$ cat src/rtl/life_pkg.sv
// Shared constants, state encoding and mode decode for the Life run controller.
package life_pkg;

   localparam int unsigned BOARD_DIM   = 16;
   localparam int unsigned BOARD_CELLS = BOARD_DIM * BOARD_DIM;
   localparam int unsigned MODE_W      = 3;

   localparam logic [MODE_W-1:0] MODE_SET  = 3'b001;
   localparam logic [MODE_W-1:0] MODE_RUN  = 3'b010;
   localparam logic [MODE_W-1:0] MODE_STOP = 3'b100;

   typedef logic [BOARD_CELLS-1:0] board_t;

   typedef enum logic [2:0] {
      ST_SET,
      ST_RUN_WAIT,
      ST_RUN_BUSY,
      ST_STOP,
      ST_STEP_BUSY
   } state_t;

   // Collapse the internal states onto the user-visible one-hot mode.
   function automatic logic [MODE_W-1:0] mode_of(input state_t s);
      logic [MODE_W-1:0] m;
      case (s)
         ST_RUN_WAIT, ST_RUN_BUSY: m = MODE_RUN;
         ST_STOP, ST_STEP_BUSY:    m = MODE_STOP;
         default:                  m = MODE_SET;
      endcase
      return m;
   endfunction

endpackage

$ cat src/rtl/life_tick_gen.sv
// Free-running tick divider: one-cycle tick every TICK_PERIOD enabled cycles.
module life_tick_gen #(
   parameter int unsigned TICK_PERIOD = 50_000_000,
   parameter int unsigned TICK_W      = 26
) (
   input  logic clk,
   input  logic reset,
   input  logic clear,
   input  logic enable,
   output logic tick_c
);

   localparam logic [TICK_W-1:0] LAST = TICK_W'(TICK_PERIOD - 1);

   logic [TICK_W-1:0] cnt_q;

   // Tick fires on the wrap cycle; a clear suppresses it.
   assign tick_c = enable && !clear && (cnt_q == LAST);

   // Divider counter with synchronous clear and wrap at TICK_PERIOD-1.
   always_ff @(posedge clk) begin
      if (reset) begin
         cnt_q <= '0;
      end else if (clear) begin
         cnt_q <= '0;
      end else if (enable) begin
         cnt_q <= (cnt_q == LAST) ? '0 : cnt_q + TICK_W'(1);
      end
   end

endmodule

$ cat src/rtl/life_run_controller.sv
// Game of Life run sequencer: owns the board and generation counter, decodes
// run/step/clear buttons and issues req/ack step requests to the datapath.
// Optional auto-halt on still life / extinction: define LIFE_STABLE_HALT_EN.
module life_run_controller
   import life_pkg::*;
#(
   parameter int unsigned TICK_PERIOD = 50_000_000,
   parameter int unsigned TICK_W      = 26,
   parameter int unsigned CNT_W       = 16
) (
   input  logic                   clk,
   input  logic                   reset,
   input  logic                   btn_run,
   input  logic                   btn_step,
   input  logic                   btn_clear,
   input  logic [BOARD_CELLS-1:0] setup_board,
   input  logic [BOARD_CELLS-1:0] next_board,
   input  logic                   step_ack,
   output logic                   step_req,
   output logic [BOARD_CELLS-1:0] board_o,
   output logic [CNT_W-1:0]       generation_cnt_o,
   output logic [MODE_W-1:0]      mode_o,
   output logic                   halted_o
);

   state_t            state_q, state_n;
   board_t            board_q, board_n;
   logic [CNT_W-1:0]  gen_q, gen_n, gen_inc;
   logic              req_q, req_n;
   logic              pause_q, pause_n;
   logic [MODE_W-1:0] mode_q;
   logic              run_hist_q, step_hist_q, clear_hist_q;
   logic              run_press, step_press, clear_press;
   logic              ack_ok, run_active, tick_c;
`ifdef LIFE_STABLE_HALT_EN
   logic              halted_q, halted_n;
   logic              stable;
`endif

   // Rising-edge detect against history registers that reset high.
   assign run_press   = btn_run   & ~run_hist_q;
   assign step_press  = btn_step  & ~step_hist_q;
   assign clear_press = btn_clear & ~clear_hist_q;

   // Acks only count while a request is actually outstanding.
   assign ack_ok     = step_ack & req_q;
   assign run_active = (state_q == ST_RUN_WAIT) || (state_q == ST_RUN_BUSY);
   assign gen_inc    = (gen_q == '1) ? gen_q : gen_q + CNT_W'(1);

`ifdef LIFE_STABLE_HALT_EN
   assign stable = (next_board == board_q) || (next_board == '0);
`endif

   // Counter only runs in RUN; anywhere else it is held at zero.
   life_tick_gen #(
      .TICK_PERIOD (TICK_PERIOD),
      .TICK_W      (TICK_W)
   ) u_tick (
      .clk    (clk),
      .reset  (reset),
      .clear  (clear_press | ~run_active),
      .enable (run_active),
      .tick_c (tick_c)
   );

   // Next-state and datapath update; clear overrides everything.
   always_comb begin
      state_n = state_q;
      board_n = board_q;
      gen_n   = gen_q;
      req_n   = req_q;
      pause_n = pause_q;
`ifdef LIFE_STABLE_HALT_EN
      halted_n = halted_q;
`endif
      if (clear_press) begin
         state_n = ST_SET;
         board_n = setup_board;
         gen_n   = '0;
         req_n   = 1'b0;
         pause_n = 1'b0;
`ifdef LIFE_STABLE_HALT_EN
         halted_n = 1'b0;
`endif
      end else begin
         case (state_q)
            ST_SET: begin
               board_n = setup_board;
               if (run_press) begin
                  state_n = ST_RUN_WAIT;
`ifdef LIFE_STABLE_HALT_EN
                  halted_n = 1'b0;
`endif
               end
            end
            ST_RUN_WAIT: begin
               if (run_press) begin
                  state_n = ST_STOP;
               end else if (tick_c) begin
                  state_n = ST_RUN_BUSY;
                  req_n   = 1'b1;
               end
            end
            ST_RUN_BUSY: begin
               if (ack_ok) begin
                  board_n = next_board;
                  gen_n   = gen_inc;
                  req_n   = 1'b0;
                  pause_n = 1'b0;
                  state_n = (pause_q || run_press) ? ST_STOP : ST_RUN_WAIT;
`ifdef LIFE_STABLE_HALT_EN
                  if (stable) begin
                     state_n  = ST_STOP;
                     halted_n = 1'b1;
                  end
`endif
               end else if (run_press) begin
                  pause_n = 1'b1;
               end
            end
            ST_STOP: begin
               if (step_press) begin
                  state_n = ST_STEP_BUSY;
                  req_n   = 1'b1;
               end else if (run_press) begin
                  state_n = ST_RUN_WAIT;
`ifdef LIFE_STABLE_HALT_EN
                  halted_n = 1'b0;
`endif
               end
            end
            ST_STEP_BUSY: begin
               if (ack_ok) begin
                  board_n = next_board;
                  gen_n   = gen_inc;
                  req_n   = 1'b0;
                  state_n = ST_STOP;
               end
            end
            default: begin
               state_n = ST_SET;
               req_n   = 1'b0;
            end
         endcase
      end
   end

   // State, datapath and button history registers.
   always_ff @(posedge clk) begin
      if (reset) begin
         state_q      <= ST_SET;
         board_q      <= '0;
         gen_q        <= '0;
         req_q        <= 1'b0;
         pause_q      <= 1'b0;
         mode_q       <= MODE_SET;
         run_hist_q   <= 1'b1;
         step_hist_q  <= 1'b1;
         clear_hist_q <= 1'b1;
      end else begin
         state_q      <= state_n;
         board_q      <= board_n;
         gen_q        <= gen_n;
         req_q        <= req_n;
         pause_q      <= pause_n;
         mode_q       <= mode_of(state_n);
         run_hist_q   <= btn_run;
         step_hist_q  <= btn_step;
         clear_hist_q <= btn_clear;
      end
   end

`ifdef LIFE_STABLE_HALT_EN
   // Auto-halt flag register.
   always_ff @(posedge clk) begin
      if (reset) halted_q <= 1'b0;
      else       halted_q <= halted_n;
   end
   assign halted_o = halted_q;
`else
   assign halted_o = 1'b0;
`endif

   assign step_req         = req_q;
   assign board_o          = board_q;
   assign generation_cnt_o = gen_q;
   assign mode_o           = mode_q;

endmodule

$ cat config.mk
export PLATFORM = sky130hd
export DESIGN_NAME = life_run_controller
export DESIGN_NICKNAME = d
export VERILOG_FILES = /design/src/rtl/life_pkg.sv /design/src/rtl/life_tick_gen.sv /design/src/rtl/life_run_controller.sv
export SDC_FILE = /design/constraint.sdc
export NUM_CORES = 1
export LEC_CHECK = 0
export CELL_PAD_IN_SITES_DETAIL_PLACEMENT = 0
export CELL_PAD_IN_SITES_GLOBAL_PLACEMENT = 2
export CORE_AREA = 2 2 313 315
export CTS_CLUSTER_DIAMETER = 120
export DETAILED_ROUTE_END_ITERATION = 10
export DIE_AREA = 0 0 315 317
export PLACE_DENSITY = 0.57
export RECOVER_POWER = 50
export SLEW_MARGIN = 20
export SYNTH_ARGS = -nofsm -noshare
export SYNTH_HDL_FRONTEND = slang
export SYNTH_SLANG_ARGS = --single-unit
$ cat constraint.sdc
create_clock -name clk -period 5.1 [get_ports clk]
set_input_delay 1.02 -clock clk [delete_from_list [all_inputs] [get_ports clk]]
set_output_delay 1.02 -clock clk [all_outputs]
set_load 0.01 [all_outputs]
==> implementation parameters <==
Parameter                              Value

Outcome
  Outcome ... finished, violations left
  Violated checks ... capacitance limit, slew limit

STA
  Worst slew margin relative to its limit ... -94.7%
  Slew of the pin with the lowest slew margin ... approximately 2.9 ns
  Maximum clock rate ... between 0.2 and 0.3 GHz
  Final Hold Fails ... 0
  Final worst clock skew ... about 0.011 ns
  Setup tns final ... 0 ns
  Final Cycle Share ... between 60% and 70%
  Min Tclk post-route ... 3.51 ns
  Setup repair after global routing missed its margin ... no
  Final worst hold slack ... ~0.45 ns
  Final count of pins violating max slew ... 58
  Final count of negative-setup-slack endpoints ... 0

Floorplanning
  Core outline area ... between 90000 and 100000 sq um
  Number of placed I/O pins ... about 800
  Row Count ... about 110
  Starting utilization of the core area ... between 10% and 20%
  Y dimension of the die ... 317 um
  Die outline width ... between 300 and 400 um
  Die Footprint ... 99900 sq um

Worst setup path
  Critical path buffers and inverters ... 2
  Critical path depth ... 3
  Critical Path Start ... reset
  Worst setup slack for register-to-register paths ... roughly 1.6 ns
  CP Cell Sequence ... clkbuf_8 -> clkbuf_1 -> or2_2
  Worst setup path end ... run_hist_q
  Slowest cell delay on critical path ... approximately 2.1 ns
  Startpoint type of the worst setup path ... primary input
  Worst Path Required ... 5.59 ns
  Depth of the worst register-to-register path ... 6
  Critical path capture point type ... register
  Startpoint of the most critical register-to-register path ... state_q[2]
  Slowest cell on crit path ... clkbuf_1
  Highest fanout seen on the critical path ... 65
  Critical path data arrival time ... 3.99 ns
  Capture instance of the worst register-to-register path ... board_o[17]
  Dominant delay contributor by cell family on the critical path ... buffers and inverters
  Type of the worst setup path ... primary input to register

Placement
  Count of placed standard cells including taps ... about 3400
  Area after DPL ... between 20000 and 25000 sq um
  DP HPWL ... 50.8 mm
  Final Wtd Congestion ... between 0.8 and 0.9
  Number of input and output port buffers inserted ... between 700 and 800

Synthesis
  Cell area after synthesis ... 13700 sq um
  Yosys synthesis warning count ... 0
  Register bit total from synthesis ... approximately 310
  Number of flops mapped to enable cells by yosys ... 0
  Library cells used by synthesis ... 48
  Mean cell area of the mapped netlist ... between 9 and 10 sq um
  Async set-reset flop share out of synthesis ... 0%
  Post-synthesis instance total ... 1439
  Main flop type after synthesis ... dfxtp_1
  Post-Syn Nets ... 1959
  Sequential element share of the synthesized area ... 45.1%

Clock tree
  TritonCTS clock tree ... yes
  Clock root buffer master ... clkbuf_16
  CTS Buf Count ... 43
  Cts hold-fix bufs ... 0
  Buffers inserted during post-CTS setup optimization ... 0
  TritonCTS sink count ... 309
  Register clock-pin slew on the reported worst setup and hold paths ... roughly 0.060 ns
  Clock H-tree levels ... 2
  Clock insertion delay at the later pin of the skew report ... roughly 0.55 ns
  Maximum clock path buffer count ... 3
  Post-cts gate resize count ... 0

Power and ir drop
  Max VDD drop ... 0.170 mV
  Sw power ... 1770 uW
  Share of total power in combinational logic ... between 15 and 20%
  Internal ... between 5000 and 6000 uW
  Part of the total power dissipated in sequential elements ... a little under two fifths
  Clock network fraction of design power ... about 46%
  Lkg Pwr ... 0.00886 uW
  Pwr/cell area ... slightly below 300 nW/um^2
  Net switching fraction of the power ... 24.9%

Drt
  DR pass1 iterations ... 4
  Met3 WL ... 4.87 mm
  Met1 wire length ... 24.9 mm
  Vias ... between 10000 and 15000
  Met2 layer wire length in the routed design ... 33.2 mm
  Final WL ... about 65 mm
  Routed WL per cell ... 18.6 um
  Routed vias/inst ... 3.81
  Number of DRC markers after the initial detailed-route iteration ... 456
  Highest routed layer ... met5
  DRC errors left ... 0
  DRT antenna net count ... 0

Final layout
  Post-route cell area ... between 20000 and 25000 sq um
  Commonest non-fill, non-tap cells in the layout ... clkdlybuf4s50_1 (546), nor2_1 (315), dfxtp_1 (309), a211oi_1 (257), mux2i_1 (256)
  Total number of nets in the final design ... 2689
  Area growth syn-to-layout ... 77.8%
  Fraction of layout instances using a drive strength above 1 ... under 10%
  Most frequent standard cell in the layout excluding fill and tap cells ... clkdlybuf4s50_1
  Final std cells w/o fill ... roughly 3500

Min path
  Type of the most critical hold path ... register to register

Global route
  Wire length of the first global-routing pass ... slightly above 90 mm
  Pin count of the biggest net entering global routing ... roughly 150
  Aggregate global routing overflow ... 0
  Via count of the first global-routing pass ... about 14000
  Gr usage total ... about 12%
  Antenna violations before repair ... 10

Run
  Max-capacitance violation count ... 1
[how the worst min path moves through the flow]
stage,start,endpoint,slack (ns),depth (start not counted)
global placement,u_tick.cnt_q[0],u_tick.cnt_q[0],0.43,1
floorplan,u_tick.cnt_q[0],u_tick.cnt_q[0],0.42,1
CTS,u_tick.cnt_q[0],u_tick.cnt_q[0],0.45,1
detailed placement,u_tick.cnt_q[0],u_tick.cnt_q[0],0.44,1
finish,u_tick.cnt_q[0],u_tick.cnt_q[0],0.45,1
global route,u_tick.cnt_q[0],u_tick.cnt_q[0],0.46,1
[cell usage after synthesis (3+ instances only)]
library cell / count / share of area, %
nor3_1: 8 / 0.29
a21oi_1: 6 / 0.22
or3_1: 5 / 0.23
a31oi_1: 3 / 0.14
clkbuf_1: 46 / 1.3
xnor2_1: 20 / 1.3
inv_1: 6 / 0.16
and4_1: 6 / 0.38
mux2i_1: 256 / 19
nor4_1: 4 / 0.18
nand2_1: 22 / 0.60
dfxtp_1: 309 / 45
buf_2: 48 / 1.8
nor2b_1: 6 / 0.27
nand3_1: 10 / 0.37
buf_4: 29 / 1.6
a211oi_1: 257 / 14
or2_2: 3 / 0.14
nor2_1: 315 / 8.6
nand4_1: 10 / 0.46
xor2_1: 20 / 1.3
nand2b_1: 7 / 0.32
o211ai_1: 3 / 0.16
and2_1: 3 / 0.14
o21ai_0: 7 / 0.26
[final cells by class]
cell class	instances	area (sq um)
Clock buffer	60	1260
Fill cell	10300	71900
Antenna cell	6	15.0
Inverter	6	22.5
Sequential cell	309	6190
Clock inverter	15	259
Timing Repair Buffer	810	8170
Multi-Input combinational cell	999	6850
Tap cell	1276	1600
[cell families (layout without fill, tap and decap cells)]
family,after synthesis,count (layout),share of synthesized area (%)
compound gates,284,284,15.3
xor+xnor,40,40,2.56
fa+ha+maj,4,4,0.329
buf+inv,131,891,4.82
flops,309,309,45.1
mux,256,256,18.7
other cells,1,7,0.0274
simple gates,414,414,13.1
[through the flow]
| step | util, % | total power (uW) | setup slack [ns] |
|---|---|---|---|
| 2_1_floorplan | - | 3090 | 2.69 |
| 3_3_place_gp | 23.7 | 3990 | 1.42 |
| 3_5_place_dp | 23.7 | 3990 | 1.41 |
| 4_1_cts | 25.3 | 7370 | 2.01 |
| 5_1_grt | 25.3 | 7470 | 1.22 |
| 6_report | 25.3 | 7110 | 1.59 |
[power groups by stage]
stage	Combinational, uW	Sequential [uW]	Clock, uW
final	1190	2660	3260
after global routing	1290	2690	3500
after CTS	1270	2670	3420
after detailed placement	1270	2720	0
after global placement	1270	2720	0
after floorplan	310	2780	0
[layer usage]
layer | up-vias | global-route usage, %
li1 | 6678 | -
met1 | 6065 | 13.8
met2 | 428 | 22.2
met3 | 85 | 3.88
met4 | 6 | 3.65
met5 | - | 0.947
[registers in the layout, indices dropped and copies added, names as in the netlist, 3 cells and up]
register and count:
u_tick.cnt_q 26, generation_cnt_o 16, mode_o 3, state_q 3, board_o 256
(Power assumes the default switching activity.)
